**config.mk**
```make
export PLATFORM = sky130hd
export DESIGN_NAME = div_sqrt_issue_mvp
export DESIGN_NICKNAME = d
export VERILOG_FILES = /design/src/rtl/defs_div_sqrt_mvp.sv /design/src/rtl/div_sqrt_watchdog_mvp.sv /design/src/rtl/div_sqrt_issue_mvp.sv
export SDC_FILE = /design/constraint.sdc
export NUM_CORES = 1
export LEC_CHECK = 0
export CAP_MARGIN = 10
export CORE_AREA = 2 2 172 174
export DETAILED_ROUTE_END_ITERATION = 12
export DIE_AREA = 0 0 174 176
export PLACE_DENSITY = 0.8
export RECOVER_POWER = 25
export SLEW_MARGIN = 20
export SYNTH_ARGS = -nofsm -noshare
export SYNTH_HDL_FRONTEND = slang
export SYNTH_HIERARCHICAL = 1
export SYNTH_SLANG_ARGS = --single-unit
```
**constraint.sdc**
```tcl
create_clock -name Clk_CI -period 1.6 [get_ports Clk_CI]
set_input_delay 0.24 -clock Clk_CI [delete_from_list [all_inputs] [get_ports Clk_CI]]
set_output_delay 0.24 -clock Clk_CI [all_outputs]
set_load 0.03 [all_outputs]
```
**src/rtl/defs_div_sqrt_mvp.sv**
```systemverilog
// Shared div/sqrt definitions: format widths, precision-control width and the
// issue-side FSM state and request record.
package defs_div_sqrt_mvp;

   localparam int C_MANT_FP64 = 52;
   localparam int C_EXP_FP64  = 11;
   localparam int C_PC        = 6;

   localparam int C_MANT_W    = C_MANT_FP64 + 1;   // hidden bit included
   localparam int C_EXP_W     = C_EXP_FP64 + 1;
   localparam int C_MANT_Z_W  = C_MANT_FP64 + 5;   // prenormalized core result
   localparam int C_EXP_Z_W   = C_EXP_FP64 + 2;
   localparam int C_TAG_W_MAX = 16;

   typedef enum logic [1:0] {
      IDLE  = 2'd0,
      START = 2'd1,
      WAIT  = 2'd2,
      HOLD  = 2'd3
   } issue_state_e;

   typedef struct packed {
      logic                   op;
      logic [1:0]             fmt;
      logic [C_PC-1:0]        pc;
      logic [C_MANT_W-1:0]    mant_a;
      logic [C_MANT_W-1:0]    mant_b;
      logic [C_EXP_W-1:0]     exp_a;
      logic [C_EXP_W-1:0]     exp_b;
      logic                   spec_n;
      logic [C_TAG_W_MAX-1:0] tag;
   } req_t;

   localparam req_t REQ_RST = '{op: 1'b0, fmt: 2'b00, pc: '0, mant_a: '0, mant_b: '0,
                                exp_a: '0, exp_b: '0, spec_n: 1'b1, tag: '0};

endpackage

```
**src/rtl/div_sqrt_watchdog_mvp.sv**
```systemverilog
// Purpose: clearable cycle counter with an expiry compare for the issue watchdog.
// Latency: expired is combinational from the count; clear/increment take effect next cycle.
// Backpressure: none; counts only while en is high.
module div_sqrt_watchdog_mvp #(
   parameter int TIMEOUT_CYC = 64
) (
   input  logic clk,
   input  logic rst,
   input  logic clr,
   input  logic en,
   output logic expired
);

   localparam int CNT_W = $clog2(TIMEOUT_CYC);

   logic [CNT_W-1:0] count;

   always_ff @(posedge clk) begin
      if (rst || clr) begin
         count <= '0;
      end else if (en) begin
         count <= count + 1'b1;
      end
   end

   assign expired = (count == CNT_W'(TIMEOUT_CYC - 1));

endmodule

```
**src/rtl/div_sqrt_issue_mvp.sv**
```systemverilog
// Purpose: issue-side initiator for the div/sqrt core: registers a request, strobes the core, captures the result.
// Latency: accept in cycle 0, Start in cycle 1; Done in cycle N gives Out_valid_SO in cycle N+1.
// Backpressure: In_ready_SO only in IDLE with core ready; response held in HOLD until Out_ready_SI.
module div_sqrt_issue_mvp
   import defs_div_sqrt_mvp::*;
#(
   parameter int TAG_W       = 4,
   parameter int TIMEOUT_CYC = 64
) (
   input  logic                  Clk_CI,
   input  logic                  Rst_RI,
   input  logic                  In_valid_SI,
   output logic                  In_ready_SO,
   input  logic                  Op_sqrt_SI,
   input  logic [1:0]            Format_sel_SI,
   input  logic [C_PC-1:0]       Precision_ctl_SI,
   input  logic [C_MANT_W-1:0]   Mant_a_DI,
   input  logic [C_MANT_W-1:0]   Mant_b_DI,
   input  logic [C_EXP_W-1:0]    Exp_a_DI,
   input  logic [C_EXP_W-1:0]    Exp_b_DI,
   input  logic                  Special_case_SBI,
   input  logic [TAG_W-1:0]      Tag_DI,
   input  logic                  Flush_SI,
   output logic                  Div_start_SO,
   output logic                  Sqrt_start_SO,
   output logic                  Start_SO,
   output logic                  Kill_SO,
   output logic                  Special_case_SBO,
   output logic                  Special_case_dly_SBO,
   output logic [C_PC-1:0]       Precision_ctl_SO,
   output logic [1:0]            Format_sel_SO,
   output logic [C_MANT_W-1:0]   Mant_a_DO,
   output logic [C_MANT_W-1:0]   Mant_b_DO,
   output logic [C_EXP_W-1:0]    Exp_a_DO,
   output logic [C_EXP_W-1:0]    Exp_b_DO,
   input  logic                  Ready_SI,
   input  logic                  Done_SI,
   input  logic [C_MANT_Z_W-1:0] Mant_z_DI,
   input  logic [C_EXP_Z_W-1:0]  Exp_z_DI,
   output logic                  Out_valid_SO,
   input  logic                  Out_ready_SI,
   output logic [C_MANT_Z_W-1:0] Mant_z_DO,
   output logic [C_EXP_Z_W-1:0]  Exp_z_DO,
   output logic [TAG_W-1:0]      Tag_DO,
   output logic                  Timeout_SO
);

   issue_state_e state, state_nxt;
   req_t         req_q;

   logic [C_MANT_Z_W-1:0] mant_z_q;
   logic [C_EXP_Z_W-1:0]  exp_z_q;
   logic                  timeout_q;
   logic                  spec_dly_q;

   logic accept;
   logic wd_clr;
   logic wd_en;
   logic wd_expired;
   logic done_take;
   logic expire_take;

   div_sqrt_watchdog_mvp #(
      .TIMEOUT_CYC (TIMEOUT_CYC)
   ) u_watchdog (
      .clk     (Clk_CI),
      .rst     (Rst_RI),
      .clr     (wd_clr),
      .en      (wd_en),
      .expired (wd_expired)
   );

   // Flush outranks Done and timeout; a flushed START suppresses Start so Kill never overlaps it.
   always_comb begin
      state_nxt     = state;
      In_ready_SO   = 1'b0;
      accept        = 1'b0;
      Start_SO      = 1'b0;
      Div_start_SO  = 1'b0;
      Sqrt_start_SO = 1'b0;
      Kill_SO       = 1'b0;
      Out_valid_SO  = 1'b0;
      wd_clr        = 1'b0;
      wd_en         = 1'b0;
      done_take     = 1'b0;
      expire_take   = 1'b0;
      unique case (state)
         IDLE: begin
            In_ready_SO = Ready_SI & ~Flush_SI;
            accept      = In_valid_SI & In_ready_SO;
            if (accept) state_nxt = START;
         end
         START: begin
            wd_clr = 1'b1;
            if (Flush_SI) begin
               Kill_SO   = 1'b1;
               state_nxt = IDLE;
            end else begin
               Start_SO      = 1'b1;
               Div_start_SO  = ~req_q.op;
               Sqrt_start_SO = req_q.op;
               state_nxt     = WAIT;
            end
         end
         WAIT: begin
            wd_en = 1'b1;
            if (Flush_SI) begin
               Kill_SO   = 1'b1;
               state_nxt = IDLE;
            end else if (Done_SI) begin
               done_take = 1'b1;
               state_nxt = HOLD;
            end else if (wd_expired) begin
               Kill_SO     = 1'b1;
               expire_take = 1'b1;
               state_nxt   = HOLD;
            end
         end
         HOLD: begin
            if (Flush_SI) begin
               state_nxt = IDLE;
            end else begin
               Out_valid_SO = 1'b1;
               if (Out_ready_SI) state_nxt = IDLE;
            end
         end
         default: state_nxt = IDLE;
      endcase
   end

   always_ff @(posedge Clk_CI) begin
      if (Rst_RI) begin
         state      <= IDLE;
         req_q      <= REQ_RST;
         mant_z_q   <= '0;
         exp_z_q    <= '0;
         timeout_q  <= 1'b0;
         spec_dly_q <= 1'b1;
      end else begin
         state      <= state_nxt;
         spec_dly_q <= req_q.spec_n;
         if (accept) begin
            req_q <= '{op: Op_sqrt_SI, fmt: Format_sel_SI, pc: Precision_ctl_SI,
                       mant_a: Mant_a_DI, mant_b: Mant_b_DI,
                       exp_a: Exp_a_DI, exp_b: Exp_b_DI,
                       spec_n: Special_case_SBI, tag: C_TAG_W_MAX'(Tag_DI)};
         end
         if (done_take) begin
            mant_z_q  <= Mant_z_DI;
            exp_z_q   <= Exp_z_DI;
            timeout_q <= 1'b0;
         end else if (expire_take) begin
            mant_z_q  <= '0;
            exp_z_q   <= '0;
            timeout_q <= 1'b1;
         end
      end
   end

   if (TAG_W < C_TAG_W_MAX) begin : g_tag_pad
      logic tag_pad_unused;
      assign tag_pad_unused = |req_q.tag[C_TAG_W_MAX-1:TAG_W];
   end

   assign Special_case_SBO     = req_q.spec_n;
   assign Special_case_dly_SBO = spec_dly_q;
   assign Precision_ctl_SO     = req_q.pc;
   assign Format_sel_SO        = req_q.fmt;
   assign Mant_a_DO            = req_q.mant_a;
   assign Mant_b_DO            = req_q.mant_b;
   assign Exp_a_DO             = req_q.exp_a;
   assign Exp_b_DO             = req_q.exp_b;
   assign Mant_z_DO            = mant_z_q;
   assign Exp_z_DO             = exp_z_q;
   assign Tag_DO               = req_q.tag[TAG_W-1:0];
   assign Timeout_SO           = timeout_q;

endmodule

```
==> results.md <==
Synthesis:
- Of the synthesized area, sequential elements account for 47.7%.
- In this run, distinct cell masters in the synthesized netlist total 39.
- The average instance area after synthesis is 8.17 µm².
- The cell type with the highest aggregate area in the netlist is dfxtp_1.
- Summing every instance area after synthesis gives 9400 µm².
- When the netlist entered floorplanning its net count stood at 1378.
- In the synthesized netlist the dominant register cell turns out to be dfxtp_1.
- In this run, synthesis inferred 0 flip-flops with an integrated enable.
- Ranked by total cell area, the synthesized netlist is headed by dfxtp_1, nand2_1, buf_4.
- Synthesis produced a netlist whose cell count is 1150.
- The synthesized design devotes to its leading area cell type 47.7% of total area.
- Counting flops with an async set or reset pin after synthesis yields a share of 0%.
- During synthesis, Yosys emitted a total of 6 warnings.
- Synthesis inferred 224 register bits.

Route:
- Dividing the detail-routed wire length by the instance count gives 16.8 µm.
- After detailed routing, the number of remaining DRC violations is 0.
- The detailed-route wire length is 31.7 mm.
- The via total after detailed routing is 8911.
- In this run, the number of DRC markers left after iteration 0 of detailed routing was 396.
- The count of nets left with antenna violations once routing finished came out at 0.
- The first TritonRoute pass finished after 5 iterations.
- In the routed layout, each cell is associated on average with a via count of 4.72.

Global route:
- The pin count of the biggest net entering global routing is 57.
- The via count of the first global-routing pass is 8864.
- The number of antenna violations at the first check in global routing was 1.
- The first-pass GRT wire length is 46.5 mm.
- The combined global-route utilization of all metal layers is 18.7%.
- The total congestion overflow after global routing is 0.

Floorplanning:
- The chip width is 174 µm.
- The floorplan step defined a die boundary enclosing 30600 µm².
- For this configuration, the core starts out at a cell density of 32.9%.
- The I/O pin count is 442.
- The standard-cell row count is 62.
- From bottom edge to top edge, the die measures 176 µm.
- After floorplanning, the core was sized to cover 28500 µm².

Setup path:
- The peak fanout along the critical path is 2.
- The number of logic stages on the critical path including buffering is 7.
- The slowest stage of the critical path belongs to the cell dfxtp_2.
- STA classifies the critical path endpoint as an output port.
- The data required time at the worst endpoint is 1360 ps.
- For the worst setup path, the data arrival time is 1660 ps.
- The worst register-to-register path begins at state[1]$_SDFFE_PP0P_.
- In this run the worst setup path terminates at Kill_SO.
- The cell class contributing the biggest share of worst-path delay is simple AND/OR/NAND/NOR gates.
- The total buffers and inverters traversed by the critical path is 1.
- The launching element type of the critical path is a flip-flop.
- The register-to-register path setup slack is -80 ps.
- The delay of the slowest cell on the worst path is 350 ps.
- The depth of the worst register-to-register path is 8.
- The launch point of the critical path is u_watchdog/count[1]$_SDFFE_PP0P_.
- By startpoint and endpoint, the worst setup path is classified as flip-flop to output port.
- The end of the worst register-to-register path is Mant_b_DO[45]$_SDFFE_PP0P_.
- Traced cell by cell, the critical path runs through ha_4 > nand3_4 > nor2_4 > nand2_1 > o21ai_1 > and2_1 > buf_6.

STA:
- The worst pin sits at a relative slew slack of 66.0%.
- The final worst slack is -298 ps.
- The hold violation count in the final report was 0.
- Final hold analysis gives a worst-case slack of 260 ps.
- The final-report setup violation count is 90.
- The final max-slew violation count is 0.
- For this run, the top clock speed supported by timing is 527 MHz.
- Setup repair after global routing could not meet its margin everywhere.
- The final critical-path required period is 1900 ps.
- The transition time at the pin with the least slew margin is 510 ps.
- Clock skew on the completed layout was measured at 13.1 ps.
- In the finished design, the share of the clock period the worst path needs comes to 119%.

Hold path:
- The tightest min-delay check is of the input port to flip-flop type.
- The startpoint of the worst hold path is Exp_z_DI[3].

Final layout:
- The library cell used most frequently in the layout, excluding fill and tap cells, is nand2_1.
- The number of antenna diodes in the final layout is 0.
- Leaving out fill and tap cells, the most frequent cells in the layout are nand2_1, dfxtp_1, clkdlybuf4s50_1.
- The finished cells cover 14800 µm².
- After the last flow step, the layout net total stands at 1715.
- The ratio of cells with drive above 1 in the final layout is 16.4%.
- The fill cell instance count of the final layout is 2637.
- The layout-stage area growth over the synthesis result is 57.6%.

CTS:
- The TritonCTS clock tree is yes.
- The maximum number of buffers from clock root to sink is 3.
- CTS built an H-tree with a depth of 1.
- The number of buffers created by CTS is 25.
- The clock transition at the register clock pins on the worst setup and hold paths after CTS is 60 ps.
- The tree is rooted in a clkbuf_16.
- The clock reaches the later pin of the worst-skew pair after 530 ps.
- The clock drives 224 sinks.

Outcome:
- The checks that failed: negative setup slack.
- The flow ran to the end, but the final reports show violations.

Place:
- The worst setup slack after placement is -240 ps.
- During placement, the flow inserted port buffers numbering 441.
- The wire-length estimate of the detail-placed layout is 21.0 mm.
- Routability-driven placement finished with a final weighted congestion of 0.838.
- Once placement finished, the instance area stood at 13400 µm².

Run:
- Across the run, the number of max-cap violations was 0.

Power:
- For this design the static power due to leakage is 6.17 nW.
- Power comes to 13.7 mW.
- IR analysis of the VDD net gives a maximum drop of 0.884 mV.
- The power per unit of standard cell area is 925 nW/µm².
==> final cells by class <==
class                   count  area, µm²  share of cell area [%]
repair buffers            532       5380                    36.3
well taps                 384        480                    3.24
inverters                   4       15.0                   0.101
clock buffers              35        703                    4.75
multi-input cells         700       3600                    24.3
clock inverters             9        133                   0.896
flip-flops and latches    224       4490                    30.3
==> worst min path at each step <==
stage	to	cells past startpoint	slack, ps
floorplan	Special_case_SBO$_SDFFE_PP1P_	2	360
global placement	Mant_b_DO[51]$_SDFFE_PP0P_	2	440
detailed placement	Precision_ctl_SO[0]$_SDFFE_PP0P_	2	450
CTS	Mant_z_DO[3]$_SDFFE_PP0P_	3	230
global route	Mant_a_DO[27]$_SDFFE_PP0P_	3	260
finish	Exp_z_DO[3]$_SDFFE_PP0P_	3	260
==> flip-flops by register name, summed over array words and instances (netlist names), 6 cells and up <==
register / count
Precision_ctl_SO: 6
Exp_b_DO: 12
u_watchdog/count: 6
Mant_z_DO: 57
Mant_b_DO: 53
Exp_z_DO: 13
Exp_a_DO: 12
Mant_a_DO: 53
==> routing by layer <==
| metal | global-route usage (%) | vias up | share of wire, % |
|---|---|---|---|
| li1 | - | 4273 | - |
| met4 | 7.39 | 2 | 4.1 |
| met1 | 20.4 | 4160 | 37 |
| met5 | 0 | - | 0.041 |
| met3 | 6.05 | 81 | 8.8 |
| met2 | 33.5 | 395 | 50 |
==> cells by family after synthesis <==
family          count (synthesis)  share of synthesized area [%]
simple gates                  395                           17.1
compound gates                292                           17.3
buf+inv                       226                           16.4
flops                         224                           47.7
fa+ha+maj                       7                          0.932
xor+xnor                        4                          0.373
mux                             2                          0.213
==> Yosys cell counts (all sizes together), types with 3 or more instances <==
| library cell | n |
|---|---|
| ha | 7 |
| o21ai | 74 |
| xor2 | 3 |
| clkbuf | 35 |
| and2 | 3 |
| inv | 4 |
| a21oi | 214 |
| nor2 | 8 |
| dfxtp | 224 |
| buf | 187 |
| nand2 | 363 |
| nor2b | 4 |
==> through the flow <==
step | utilization (%) | TNS (ps) | std cells
floorplan | - | 0 | 1150
global placement | 47.0 | -28750 | 1812
detailed placement | 47.0 | -39480 | 1812
CTS | 50.5 | -1990 | 1874
global route | 51.9 | -15920 | 1888
finish | 51.9 | -3510 | 1888
==> where the power goes <==
group	internal [mW]	switching [mW]	total [mW]	leakage (nW)
logic	1.05	0.977	2.03	3.95
registers	5.72	0.0780	5.80	1.81
clock network	3.55	2.32	5.87	0.409
total	10.3	3.37	13.7	6.17
==> timing repair <==
action                                  in CTS  in global routing
pin swaps                                    9                 59
hold buffers                                 1                  0
endpoints found under the setup margin     234                193
cloned                                       8                  7
gates resized for setup                    252                 71
buffers inserted                            10                  9
endpoints found under the hold margin        9                  0
==> worst register-to-register path: cells and delay by family (launching register included) <==
kind | cells | cell delay, ps
buf+inv | 4 | 650
compound gates | 1 | 110
simple gates | 2 | 310
fa+ha+maj | 1 | 210
flops | 1 | 370
(Power assumes the default switching activity.)
